File: src/rtl/and_coinc_stretch_if.sv
// Signal bundle for and_coinc_stretch: channel inputs, masks, pulse length and
// count clear towards the unit; shaped pulses and hit counts back from it.
interface and_coinc_stretch_if #(
    parameter int CHANNELS  = 4,
    parameter int INPUTS    = 2,
    parameter int STRETCH_W = 8,
    parameter int COUNT_W   = 16
);
    logic [CHANNELS*INPUTS-1:0]  in;
    logic [CHANNELS*INPUTS-1:0]  mask;
    logic [STRETCH_W-1:0]        stretch;
    logic                        clr_count;
    logic [CHANNELS-1:0]         out;
    logic [CHANNELS-1:0]         out_;
    logic [CHANNELS*COUNT_W-1:0] count;

    modport master (
        output in, mask, stretch, clr_count,
        input  out, out_, count
    );

    modport slave (
        input  in, mask, stretch, clr_count,
        output out, out_, count
    );
endinterface

File: src/rtl/and_coinc_stretch.sv
// Multi-channel AND coincidence with rising-edge trigger, non-retriggerable pulse
// stretcher and saturating hit counters. AND_COINC_SYNC_EN adds a 2-flop input synchroniser.
module and_coinc_stretch #(
    parameter int CHANNELS  = 4,
    parameter int INPUTS    = 2,
    parameter int STRETCH_W = 8,
    parameter int COUNT_W   = 16
) (
    input  logic               clk,
    input  logic               rst_n,
    and_coinc_stretch_if.slave bus
);
    localparam int NB = CHANNELS * INPUTS;

    typedef enum logic {IDLE = 1'b0, ACTIVE = 1'b1} state_t;

    logic [NB-1:0]        in_q_r;
    logic                 primed_s;
    logic [CHANNELS-1:0]  coinc_s;
    logic [CHANNELS-1:0]  coinc_prev_r;
    logic [CHANNELS-1:0]  rise_s;
    logic [CHANNELS-1:0]  hit_s;
    state_t               state_r   [CHANNELS];
    state_t               state_nxt [CHANNELS];
    logic [STRETCH_W-1:0] cnt_r     [CHANNELS];
    logic [STRETCH_W-1:0] cnt_nxt   [CHANNELS];
    logic [COUNT_W-1:0]   count_r   [CHANNELS];
    logic [COUNT_W-1:0]   count_nxt [CHANNELS];
    logic [CHANNELS-1:0]  out_r;
    logic [CHANNELS-1:0]  out_n_r;
    logic [CHANNELS-1:0]  out_nxt;

`ifdef AND_COINC_SYNC_EN
    logic [NB-1:0] sync1_r;
    logic [NB-1:0] sync2_r;
    logic [2:0]    fill_r;

    // Two-flop synchroniser then the input register; fill_r marks when IN_Q holds real data
    always_ff @(posedge clk or negedge rst_n) begin
        if (!rst_n) begin
            sync1_r <= {NB{1'b0}};
            sync2_r <= {NB{1'b0}};
            in_q_r  <= {NB{1'b0}};
            fill_r  <= 3'b000;
        end else begin
            sync1_r <= bus.in;
            sync2_r <= sync1_r;
            in_q_r  <= sync2_r;
            fill_r  <= {fill_r[1:0], 1'b1};
        end
    end

    assign primed_s = fill_r[2];
`else
    logic fill_r;

    // Single input register; fill_r marks when IN_Q holds real data
    always_ff @(posedge clk or negedge rst_n) begin
        if (!rst_n) begin
            in_q_r <= {NB{1'b0}};
            fill_r <= 1'b0;
        end else begin
            in_q_r <= bus.in;
            fill_r <= 1'b1;
        end
    end

    assign primed_s = fill_r;
`endif

    // Masked AND per channel; a channel with no enabled inputs never coincides
    always_comb begin
        coinc_s = {CHANNELS{1'b0}};
        for (int c = 0; c < CHANNELS; c++) begin
            coinc_s[c] = (|bus.mask[c*INPUTS +: INPUTS]) &
                         (&(in_q_r[c*INPUTS +: INPUTS] | ~bus.mask[c*INPUTS +: INPUTS]));
        end
    end

    // Previous coincidence is held high until the input pipeline has filled after reset,
    // so a coincidence already present at release is not seen as an edge
    always_ff @(posedge clk or negedge rst_n) begin
        if (!rst_n) begin
            coinc_prev_r <= {CHANNELS{1'b1}};
        end else if (primed_s) begin
            coinc_prev_r <= coinc_s;
        end else begin
            coinc_prev_r <= {CHANNELS{1'b1}};
        end
    end

    assign rise_s = coinc_s & ~coinc_prev_r;

    // Per-channel stretcher FSM and saturating counter next-state
    always_comb begin
        hit_s   = {CHANNELS{1'b0}};
        out_nxt = {CHANNELS{1'b0}};
        for (int c = 0; c < CHANNELS; c++) begin
            state_nxt[c] = state_r[c];
            cnt_nxt[c]   = cnt_r[c];
            count_nxt[c] = count_r[c];
            case (state_r[c])
                IDLE: begin
                    if (rise_s[c]) begin
                        state_nxt[c] = ACTIVE;
                        cnt_nxt[c]   = bus.stretch;
                        out_nxt[c]   = 1'b1;
                        hit_s[c]     = 1'b1;
                    end else begin
                        out_nxt[c]   = 1'b0;
                    end
                end
                ACTIVE: begin
                    if (cnt_r[c] != {STRETCH_W{1'b0}}) begin
                        cnt_nxt[c]   = cnt_r[c] - STRETCH_W'(1'b1);
                        out_nxt[c]   = 1'b1;
                    end else begin
                        state_nxt[c] = IDLE;
                        out_nxt[c]   = 1'b0;
                    end
                end
                default: begin
                    state_nxt[c] = IDLE;
                    cnt_nxt[c]   = {STRETCH_W{1'b0}};
                    out_nxt[c]   = 1'b0;
                end
            endcase
            if (bus.clr_count) begin
                count_nxt[c] = {COUNT_W{1'b0}};
            end else if (hit_s[c] && (count_r[c] != {COUNT_W{1'b1}})) begin
                count_nxt[c] = count_r[c] + COUNT_W'(1'b1);
            end else begin
                count_nxt[c] = count_r[c];
            end
        end
    end

    // Channel state, pulse outputs and hit counters
    always_ff @(posedge clk or negedge rst_n) begin
        if (!rst_n) begin
            out_r   <= {CHANNELS{1'b0}};
            out_n_r <= {CHANNELS{1'b1}};
            for (int c = 0; c < CHANNELS; c++) begin
                state_r[c] <= IDLE;
                cnt_r[c]   <= {STRETCH_W{1'b0}};
                count_r[c] <= {COUNT_W{1'b0}};
            end
        end else begin
            out_r   <= out_nxt;
            out_n_r <= ~out_nxt;
            for (int c = 0; c < CHANNELS; c++) begin
                state_r[c] <= state_nxt[c];
                cnt_r[c]   <= cnt_nxt[c];
                count_r[c] <= count_nxt[c];
            end
        end
    end

    // Pack counters onto the output bus
    always_comb begin
        bus.count = {(CHANNELS*COUNT_W){1'b0}};
        for (int c = 0; c < CHANNELS; c++) begin
            bus.count[c*COUNT_W +: COUNT_W] = count_r[c];
        end
    end

    assign bus.out  = out_r;
    assign bus.out_ = out_n_r;
endmodule

File: src/flat_wrapper.sv
// flat-port wrapper written by rule: the top's interface ports become plain ports
module and_coinc_stretch_flat 
#(
    parameter int CHANNELS  = 4,
    parameter int INPUTS    = 2,
    parameter int STRETCH_W = 8,
    parameter int COUNT_W   = 16
)
  (clk, rst_n, bus_in, bus_mask, bus_stretch, bus_clr_count, bus_out, bus_out_, bus_count);
  and_coinc_stretch_if #(.CHANNELS(CHANNELS), .INPUTS(INPUTS), .STRETCH_W(STRETCH_W), .COUNT_W(COUNT_W)) bus_i ();
  input  logic clk;
  input  logic rst_n;
  input wire logic [$bits(bus_i.in)-1:0] bus_in;
  input wire logic [$bits(bus_i.mask)-1:0] bus_mask;
  input wire logic [$bits(bus_i.stretch)-1:0] bus_stretch;
  input wire logic [$bits(bus_i.clr_count)-1:0] bus_clr_count;
  output wire logic [$bits(bus_i.out)-1:0] bus_out;
  output wire logic [$bits(bus_i.out_)-1:0] bus_out_;
  output wire logic [$bits(bus_i.count)-1:0] bus_count;
  assign bus_i.in = bus_in;
  assign bus_i.mask = bus_mask;
  assign bus_i.stretch = bus_stretch;
  assign bus_i.clr_count = bus_clr_count;
  assign bus_out = bus_i.out;
  assign bus_out_ = bus_i.out_;
  assign bus_count = bus_i.count;
  and_coinc_stretch #(.CHANNELS(CHANNELS), .INPUTS(INPUTS), .STRETCH_W(STRETCH_W), .COUNT_W(COUNT_W)) u_core (.clk(clk), .rst_n(rst_n), .bus(bus_i));
endmodule
File: config.mk
export PLATFORM = sky130hd
export DESIGN_NAME = and_coinc_stretch_flat
export DESIGN_NICKNAME = d
export VERILOG_FILES = /design/src/rtl/and_coinc_stretch_if.sv /design/src/rtl/and_coinc_stretch.sv /design/src/flat_wrapper.sv
export SDC_FILE = /design/constraint.sdc
export NUM_CORES = 1
export LEC_CHECK = 0
export ABC_AREA = 1
export CAP_MARGIN = 20
export CORE_UTILIZATION = 50
export DETAILED_ROUTE_END_ITERATION = 8
export GPL_TIMING_DRIVEN = 0
export PLACE_DENSITY = 0.8
export SLEW_MARGIN = 20
export SYNTH_ARGS = -nofsm -noshare
export SYNTH_HDL_FRONTEND = slang
export SYNTH_SLANG_ARGS = --single-unit
File: constraint.sdc
create_clock -name clk -period 1.5 [get_ports clk]
set_input_delay 0.15 -clock clk [delete_from_list [all_inputs] [get_ports clk]]
set_output_delay 0.15 -clock clk [all_outputs]
set_load 0.01 [all_outputs]
==> results of run 1 <==
-- state kept, by name, indices dropped and copies added (netlist names) --
register / count
u_core.bus.count: 64
u_core.bus.out: 4
u_core.bus.out_: 4
u_core.cnt_r: 32
u_core.fill_r: 1
u_core.in_q_r: 8
u_core.coinc_prev_r: 4
-- cell type report --
cell class                      instances  area [um^2]  area share [%]
Inverter                               85          337            3.18
Clock inverter                          9          125            1.18
Clock buffer                           23          478            4.52
Tap cell                              180          225            2.13
Sequential cell                       117         3000            28.3
Timing Repair Buffer                  225         1980            18.7
Multi-Input combinational cell        753         4220            39.9
Buffer                                 22          225            2.13
-- worst max-delay path, stage by stage, from the launching register on --
cell and delay [ps]:
dfrtp_2 430, ha_4 180, nand3_4 80, inv_4 40, nand2_4 70, nor2_4 40, nor2_4 250, nor2_8 90
buf_6 180, nand2_2 70, nand2_2 40
-- kinds of logic (layout without fill, tap and decap cells) --
kind of cell,Yosys count,count (layout),share of synthesized area [%]
simple gates,647,648,41.4
flops,117,117,41.6
buf+inv,108,364,7.09
compound gates,77,77,6.03
xor+xnor,19,19,2.36
fa+ha+maj,8,8,1.42
other cells,1,1,0.0531
-- layer usage --
| layer | vias up | wire, um | track usage [%] |
|---|---|---|---|
| li1 | 3662 | - | - |
| met1 | 3815 | 8740 | 34.1 |
| met2 | 446 | 11700 | 50.5 |
| met3 | 113 | 1760 | 6.98 |
| met4 | 0 | 1040 | 18.0 |
| met5 | - | 0 | 0 |
-- power by group through the flow --
stage | logic (mW) | registers (mW) | clock network [mW]
global route | 2.23 | 3.48 | 4.39
global placement | 1.30 | 3.52 | 0
CTS | 1.60 | 3.46 | 4.23
detailed placement | 1.33 | 3.53 | 0
finish | 2.03 | 3.47 | 4.21
floorplan | 0.874 | 3.51 | 0
-- metrics by stage --
| stage | util [%] | instance area, um^2 | total power, mW | std cells | setup TNS (ps) |
|---|---|---|---|---|---|
| 5_1_grt | 76.5 | 10600 | 10.1 | 1414 | -7250 |
| 2_1_floorplan | - | 7160 | 4.39 | 977 | 0 |
| 6_report | 76.5 | 10600 | 9.71 | 1414 | -2630 |
| 3_3_place_gp | 60.5 | 8370 | 4.82 | 1255 | -538100 |
| 3_5_place_dp | 60.7 | 8390 | 4.85 | 1256 | -36190 |
| 4_1_cts | 71.3 | 9860 | 9.30 | 1375 | -579 |
-- what timing repair did --
action | CTS | global route
pin swaps | 30 | 54
hold buffers | 1 | 0
setup endpoints to repair | 172 | 105
resized for setup | 178 | 153
endpoints found under the hold margin | 60 | 0
cloned | 8 | 4
setup buffers | 78 | 36
-- path summary, 6_finish.rpt --
path | end | depth (start not counted)
hold / removal | u_core.in_q_r[6]$_DFF_PN0_ | 1
setup reg to reg | u_core.bus.count[61]$_DFFE_PN0P_ | 10
min in group asynchronous | u_core.in_q_r[1]$_DFF_PN0_ | 2
max in group asynchronous | u_core.bus.out_[3]$_DFF_PN1_ | 3
hold reg to reg | u_core.cnt_r[2]$_DFFE_PN0P_ | 2
setup / recovery | u_core.bus.count[61]$_DFFE_PN0P_ | 10
-- layout by cell type, fill, tap and decap left out, drive strengths merged --
cell type      netlist  final
dfstp                8      8
ha                   8      8
nand3               79     79
dlygate4sd2          0     58
dlymetal6s2s         0      7
dfrtp              109    109
o21bai              14     14
buf                 19    147
a22oi                1      1
nand3b               5      5
or2                 14     14
nand4               64     64
clkdlybuf4s50        0     31
clkinv               1      5
o21ai               60     60
xor2                19     19
conb                 1      1
clkinvlp             0      2
bufinv               0      3
clkbuf               4     26
nand2              374    375
dlygate4sd3          0      1
inv                 84     84
nor3                 1      1
a31oi                1      1
nor2               110    110
o22ai                1      1
==> metrics.log, run 1 <==
[metrics] count of endpoints failing setup in the final report: 73
[metrics] clock slew at reported path FFs: 60 ps
[metrics] average vias per placed instance: 5.68
[metrics] via count of the first global-routing pass: 7372
[metrics] Netlist cell types: 32
[metrics] Root Driver: clkbuf_16
[metrics] worst-case clock skew: 7.62 ps
[metrics] Area Growth Syn to Fin: 49.9%
[metrics] post-route worst hold slack: 160 ps
[metrics] number of clock sinks: 117
[metrics] largest fanout on the critical path: 6
[metrics] sequential fraction of design power: 35.8%
[metrics] post-route clock period utilization: 106%
[metrics] leakage power total: 5.39 nW
[metrics] GRT Residual Overflow: 0
[metrics] kind of path behind the tightest hold check: in2reg
[metrics] R2R Path Start: u_core.bus.count[49]$_DFFE_PN0P_
[metrics] Synth Register Bits: 117
[metrics] status: finished, violations left
[metrics] Placement Setup Slack: -512 ps
[metrics] clock buffer depth: 2
[metrics] number of primary I/O pins: 99
[metrics] Seq/Total Area, Yosys: 41.6%
[metrics] Post-layout nets: 1256
[metrics] Tmin final: 1590 ps
[metrics] setup repair after global routing missed its margin: yes
[metrics] Netlist Area Pre-Place: 0.00706 mm^2
[metrics] net switching share of the total power: 28.4%
[metrics] number of violations reported at the end of detailed-routing iteration 0: 844
[metrics] placeable core region: 0.0138 mm^2
[metrics] startpoint types: register
[metrics] final hold violation count: 0
[metrics] synthesized area per cell: 7.22 um^2
[metrics] via count: 8036
[metrics] power share of the clock group: 43.3%
[metrics] share of layout cells above drive strength 1: 34.0%
[metrics] initial antenna violation count: 0
[metrics] die width: 121 um
[metrics] total wirelength of the detailed-routed design: 23200 um
[metrics] endpoint class of the critical path: register
[metrics] overall routing resource usage: 29.8%
[metrics] number of inserted diodes: 0
[metrics] maximum number of pins on one net before global-route repair: 68
[metrics] top cells by count, synth: nand2_1, dfrtp_1, nor2_1
[metrics] Internal Power: 6.96 mW
[metrics] Fmax achieved: 627 MHz
[metrics] Register-to-Register Setup Slack: -90 ps
[metrics] antenna-violating nets left: 0
[metrics] total clock buffers created by CTS: 17
[metrics] number of max-slew violations in the final report: 0
[metrics] Vert. Die Dim: 121 um
[metrics] number of synthesized flops with an enable pin: 0
[metrics] Crit path arrival time: 1910 ps
[metrics] Worst Path Class, Setup: reg2reg
[metrics] MaxCap Viol Count: 0
[metrics] remaining routing DRC violations: 0
[metrics] Placer Congestion: 0.910
[metrics] Initial Utilization: 51.0%
[metrics] drt pass-1 iters: 7
[metrics] combinational cell fraction of total power: 20.9%
[metrics] post-synthesis instance total: 977
[metrics] most frequent cell after synthesis: nand2_1
[metrics] switching pwr: 2.75 mW
[metrics] HPWL after detailed placement: 12600 um
[metrics] clock tree from TritonCTS: done
[metrics] cell types with the largest area share after synthesis: dfrtp_1, nand2_1, nand4_1, nand3_1, nor2_1
[metrics] dominant cell type by area after synthesis: dfrtp_1
[metrics] worst path setup slack after routing: -93.9 ps
[metrics] post-synth net total: 1012
[metrics] count of fill cells added during filler insertion: 927
[metrics] power density relative to cell area: 917 mW/mm^2
[metrics] Min-Delay Startpoint: bus_in[6]
[metrics] area share of the leading cell type in the synthesized netlist: 38.6%
[metrics] count of buffers inserted at the top-level ports: 98
[metrics] Skew-Pair Late Insertion Delay: 430 ps
[metrics] die footprint: 0.0146 mm^2
[metrics] # H-tree levels: 4
[metrics] total number of placement rows: 43
[metrics] relative max-transition margin: 45.1%
[metrics] transition time at the pin with the least slew margin: 821 ps
[metrics] violated checks: setup timing
[metrics] Peak supply drop: 0.000794 V
[metrics] fraction of registers with async set/reset: 100%
[metrics] CP required: 1820 ps
[metrics] synth warn: 0
[metrics] routed wirelength normalized by instance count: 16.4 um
[metrics] top_reg_cell synth: dfrtp_1
[metrics] origin of the worst setup path: u_core.bus.count[49]$_DFFE_PN0P_
[metrics] global-route wire length before repair: 34000 um
Note: power is estimated with default switching activity, not from simulation.
==> run 2: changes to the inputs <==
--- a/config.mk
+++ b/config.mk
@@ -6,6 +6,7 @@
 export NUM_CORES = 1
 export LEC_CHECK = 0
 export ABC_AREA = 1
+export ABC_CLOCK_PERIOD_IN_PS = 1500
 export CAP_MARGIN = 20
 export CORE_UTILIZATION = 50
 export DETAILED_ROUTE_END_ITERATION = 8
==> results of run 2 <==
The final DEF is identical to that of run 1; final timing and power are the same.
